`src/rtl/mux_rr_arbiter_pkg.sv`:
```
// Shared definitions for the round-robin multiplexing arbiter: state
// encoding, requester count and owner-index width.
package mux_rr_arbiter_pkg;

  typedef enum logic {
    IDLE  = 1'b0,
    GRANT = 1'b1
  } state_e;

  localparam int NREQ  = 4;
  localparam int SEL_W = 2;

endpackage

```
`src/rtl/mux_rr_arbiter_mux4_data.sv`:
```
// W-bit 4:1 data selector driven by the arbiter's registered owner index.
module mux4_data
  import mux_rr_arbiter_pkg::*;
#(
  parameter int W = 1
) (
  input  logic [W-1:0]     d0,
  input  logic [W-1:0]     d1,
  input  logic [W-1:0]     d2,
  input  logic [W-1:0]     d3,
  input  logic [SEL_W-1:0] sel,
  output logic [W-1:0]     y
);

  always_comb begin
    y = d0;
    case (sel)
      2'd0:    y = d0;
      2'd1:    y = d1;
      2'd2:    y = d2;
      default: y = d3;
    endcase
  end

endmodule

```
`src/rtl/mux_rr_arbiter.sv`:
```
// Four-requester round-robin arbiter with bounded hold time; the owner's
// data is routed to dout while a grant is active.
module mux_rr_arbiter
  import mux_rr_arbiter_pkg::*;
#(
  parameter int W        = 1,
  parameter int MAX_HOLD = 8
) (
  input  logic             clk,
  input  logic             rst_n,
  input  logic [NREQ-1:0]  req,
  input  logic             done,
  input  logic [W-1:0]     d0,
  input  logic [W-1:0]     d1,
  input  logic [W-1:0]     d2,
  input  logic [W-1:0]     d3,
  output logic [NREQ-1:0]  gnt,
  output logic [SEL_W-1:0] sel,
  output logic [W-1:0]     dout,
  output logic             busy
);

  state_e           state_q, state_d;
  logic [NREQ-1:0]  gnt_q, gnt_d;
  logic [SEL_W-1:0] sel_q, sel_d;
  logic [SEL_W-1:0] ptr_q, ptr_d;
  logic [7:0]       cnt_q, cnt_d;

  logic [SEL_W-1:0] pick;
  logic [SEL_W-1:0] idx;
  logic             found;
  logic             release_now;
  logic [W-1:0]     mux_y;

  // First requester at or above ptr, wrapping modulo NREQ.
  always_comb begin
    pick  = ptr_q;
    idx   = ptr_q;
    found = 1'b0;
    for (int k = 0; k < NREQ; k++) begin
      idx = ptr_q + SEL_W'(k);
      if (!found && req[idx]) begin
        pick  = idx;
        found = 1'b1;
      end
    end
  end

  assign release_now = done || !req[sel_q] || (cnt_q == 8'(MAX_HOLD - 1));

  always_comb begin
    state_d = state_q;
    gnt_d   = gnt_q;
    sel_d   = sel_q;
    ptr_d   = ptr_q;
    cnt_d   = cnt_q;
    case (state_q)
      IDLE: begin
        gnt_d = '0;
        if (found) begin
          state_d = GRANT;
          sel_d   = pick;
          gnt_d   = NREQ'(1) << pick;
          cnt_d   = '0;
        end
      end
      GRANT: begin
        // Release always passes through IDLE, so a re-grant costs one gap cycle.
        if (release_now) begin
          state_d = IDLE;
          gnt_d   = '0;
          ptr_d   = sel_q + SEL_W'(1);
        end else begin
          cnt_d = cnt_q + 8'd1;
        end
      end
      default: begin
        state_d = IDLE;
        gnt_d   = '0;
      end
    endcase
  end

  always_ff @(posedge clk or negedge rst_n) begin
    if (!rst_n) begin
      state_q <= IDLE;
      gnt_q   <= '0;
      sel_q   <= '0;
      ptr_q   <= '0;
      cnt_q   <= '0;
    end else begin
      state_q <= state_d;
      gnt_q   <= gnt_d;
      sel_q   <= sel_d;
      ptr_q   <= ptr_d;
      cnt_q   <= cnt_d;
    end
  end

  mux4_data #(.W(W)) u_mux (
    .d0  (d0),
    .d1  (d1),
    .d2  (d2),
    .d3  (d3),
    .sel (sel_q),
    .y   (mux_y)
  );

  assign busy = (state_q == GRANT);
  assign gnt  = gnt_q;
  assign sel  = sel_q;
  assign dout = busy ? mux_y : '0;

endmodule

```
`config.mk`:
```
export PLATFORM = sky130hd
export DESIGN_NAME = mux_rr_arbiter
export DESIGN_NICKNAME = d
export VERILOG_FILES = /design/src/rtl/mux_rr_arbiter_pkg.sv /design/src/rtl/mux_rr_arbiter_mux4_data.sv /design/src/rtl/mux_rr_arbiter.sv
export SDC_FILE = /design/constraint.sdc
export NUM_CORES = 1
export LEC_CHECK = 0
export CELL_PAD_IN_SITES_DETAIL_PLACEMENT = 0
export CELL_PAD_IN_SITES_GLOBAL_PLACEMENT = 1
export CORE_MARGIN = 10
export CORE_UTILIZATION = 35
export CTS_CLUSTER_DIAMETER = 40
export CTS_CLUSTER_SIZE = 28
export DETAILED_ROUTE_END_ITERATION = 10
export PLACE_DENSITY_LB_ADDON = 0.1
export SKIP_CTS_REPAIR_TIMING = 1
export SYNTH_ARGS = -nofsm -noshare
export SYNTH_HDL_FRONTEND = slang
export SYNTH_SLANG_ARGS = --single-unit
```
`constraint.sdc`:
```
create_clock -name clk -period 1.9 [get_ports clk]
set_clock_uncertainty 0.15 [all_clocks]
set_input_delay 0.19 -clock clk [delete_from_list [all_inputs] [get_ports clk]]
set_output_delay 0.19 -clock clk [all_outputs]
set_load 0.005 [all_outputs]
```
==> flow_summary.json <==
{
  "drt_first_pass_iters": 4,
  "path_cells": "buf_6 > buf_6 > mux4_2 > o211ai_4 > buf_4 > o31ai_1 > a21o_1",
  "ctsRootBufferMaster": "clkbuf_4",
  "place_hpwl_mm": 1.99,
  "fmaxAchievable_ghz": 0.505,
  "cts_buffers": 3,
  "end_kind": "register",
  "grtUsageTotal_pct": 9.56,
  "grt_remaining_overflow": 0,
  "ys_seq_elements": 17,
  "crit_arrival_ps": 2020,
  "cp-startpoint": "sel[0]",
  "die_area_um2": 5440,
  "initial_core_util_pct": 36.7,
  "vdd_drop_max_mv": 0.817,
  "setup-tns-final_ps": -392,
  "critPathSlowestCell": "mux4_2",
  "grt_max_degree": 18,
  "routedWlPerCell_um": 14.8,
  "slew_headroom_pct": 73.3,
  "worst-path-max-fanout": 8,
  "fp-row-count": 19,
  "setup_ws_ps": -81.3,
  "p_leak_uw": 0.000665,
  "status": "complete, but fails checks",
  "ant_nets": 0,
  "synth_area_um2": 1010,
  "critical_path_class": "register to register",
  "max_stage_delay_ps": 540,
  "timing.rr.start": "sel[0]",
  "mostFrequentLayoutCells": "buf_4 (18), dfrtp_1 (17), clkdlybuf4s50_1 (17)",
  "diodes": 0,
  "fill_cells": 266,
  "viasPerCell": 5.30,
  "hold_class": "input pin to async pin",
  "period_minus_slack_ps": 1980,
  "clk_latency_ps": 290,
  "netlist_instances": 98,
  "power.density_nw_per_um2": 1230,
  "drive_gt1_share_pct": 31.2,
  "cts.clk_slew.worst_paths_ps": 100,
  "ys_types": 37,
  "crit_buf_inv": 3,
  "setup_viol": 9,
  "die_h_um": 73.7,
  "place_area_um2": 1370,
  "rsz0062_at_grt": "yes",
  "core_um2": 2760,
  "final_cell_area_um2": 1470,
  "port_buffers": 18,
  "synth-edff-count": 0,
  "final_net_count": 158,
  "drv_cap": 0,
  "syn_to_final_growth_pct": 44.9,
  "drc": 0,
  "hold_viol": 0,
  "antenna_found_initial": 0,
  "layout_commonest_cell": "buf_4",
  "violations": "setup timing",
  "ys_seq_area_share_pct": 42.1,
  "tightestPinTransition_ps": 401,
  "grt_pass1_wl_mm": 4.19,
  "cts_num_sinks": 17,
  "holdWs_ps": 66.6,
  "synth_fp_nets": 114,
  "crit_family": "multiplexers",
  "place.gp.congestion": 0.823,
  "clockBufferDepth": 2,
  "die_w_um": 73.7,
  "start_kind": "register",
  "worst_ep_required_time_ps": 1940,
  "ios": 19,
  "p_total_uw": 1800,
  "synth.avg_cell_area_um2": 10.3,
  "tritoncts": "done",
  "slew_viol_final": 0,
  "first_iter_violations": 16,
  "grt_pass1_vias": 919,
  "htreeDepth": 1,
  "async_flop_share_pct": 100,
  "crit_top_cell": "buf_6",
  "yosys_warnings": 0,
  "synthFlopType": "dfrtp_1",
  "period_share_pct": 104,
  "routed_wl_mm": 2.55,
  "dr_total_vias": 912
}
-- final cells by class --
cell class | count | area, um^2 | area share (%)
tap | 31 | 38.8 | 2.65
clock buffer | 4 | 26.3 | 1.79
sequential | 17 | 425 | 29.0
inverter | 5 | 18.8 | 1.28
timing repair buffer | 40 | 355 | 24.3
multi-input combinational | 75 | 601 | 41.0
-- worst paths after layout --
| kind | endpoint | slack, ps | cells after the start |
|---|---|---|---|
| worst min register to register | cnt_q[7] | 340 | 1 |
| worst min-delay path | cnt_q[0] | 70 | 2 |
| worst max-delay path | cnt_q[4] | -80 | 7 |
| max in group asynchronous | cnt_q[1] | 1340 | 2 |
| min in group clk | cnt_q[7] | 340 | 1 |
| worst max register to register | cnt_q[4] | -80 | 7 |
-- Yosys cell counts (all sizes together), types with 2 or more instances --
master | count | area, um^2
mux2 | 3 | 33.8
o31ai | 4 | 30.0
mux2i | 2 | 20.0
ha | 5 | 62.6
o21ai | 5 | 25.0
nor2b | 3 | 18.8
o211ai | 2 | 28.8
nand2b | 2 | 12.5
nand3 | 6 | 30.0
nor3 | 3 | 15.0
a21oi | 2 | 10.0
dfrtp | 17 | 425
a21o | 5 | 38.8
nor2 | 3 | 11.3
nand2 | 11 | 41.3
inv | 5 | 18.8
a32o | 2 | 20.0
-- cell families (layout without fill, tap and decap cells) --
group | count (synthesis) | in the layout | share of synthesized area (%)
multiplexers | 6 | 6 | 7.55
AND/OR/NAND/NOR | 35 | 35 | 18.2
adder cells (fa/ha/maj) | 5 | 5 | 6.19
buffers and inverters | 6 | 49 | 2.60
flip-flops | 17 | 17 | 42.1
AO/OA/AOI/OAI | 29 | 29 | 23.4
-- flip-flops by register name, indices dropped and copies added, names as in the netlist --
signal	count
ptr_q	2
gnt	4
cnt_q	8
busy	1
sel	2
-- power breakdown --
part / total [uW] / switching, uW / internal [uW]
clock: 200 / 119 / 81.6
combinational: 1010 / 425 / 584
sequential: 587 / 111 / 476
-- layer usage --
layer	GRT usage [%]	wire length [um]
met5	0	0
met4	3.73	33
met3	2.83	140
met2	14.9	1130
met1	12.0	1250
-- metrics by stage --
step	instances	setup slack [ps]	utilization (%)
after floorplan	98	31.9	-
after detailed placement	166	-121	49.8
after global placement	166	-81.6	49.8
after CTS	170	-459	50.7
final	172	-81.3	53.1
after global routing	172	-148	53.1
(Power assumes the default switching activity.)
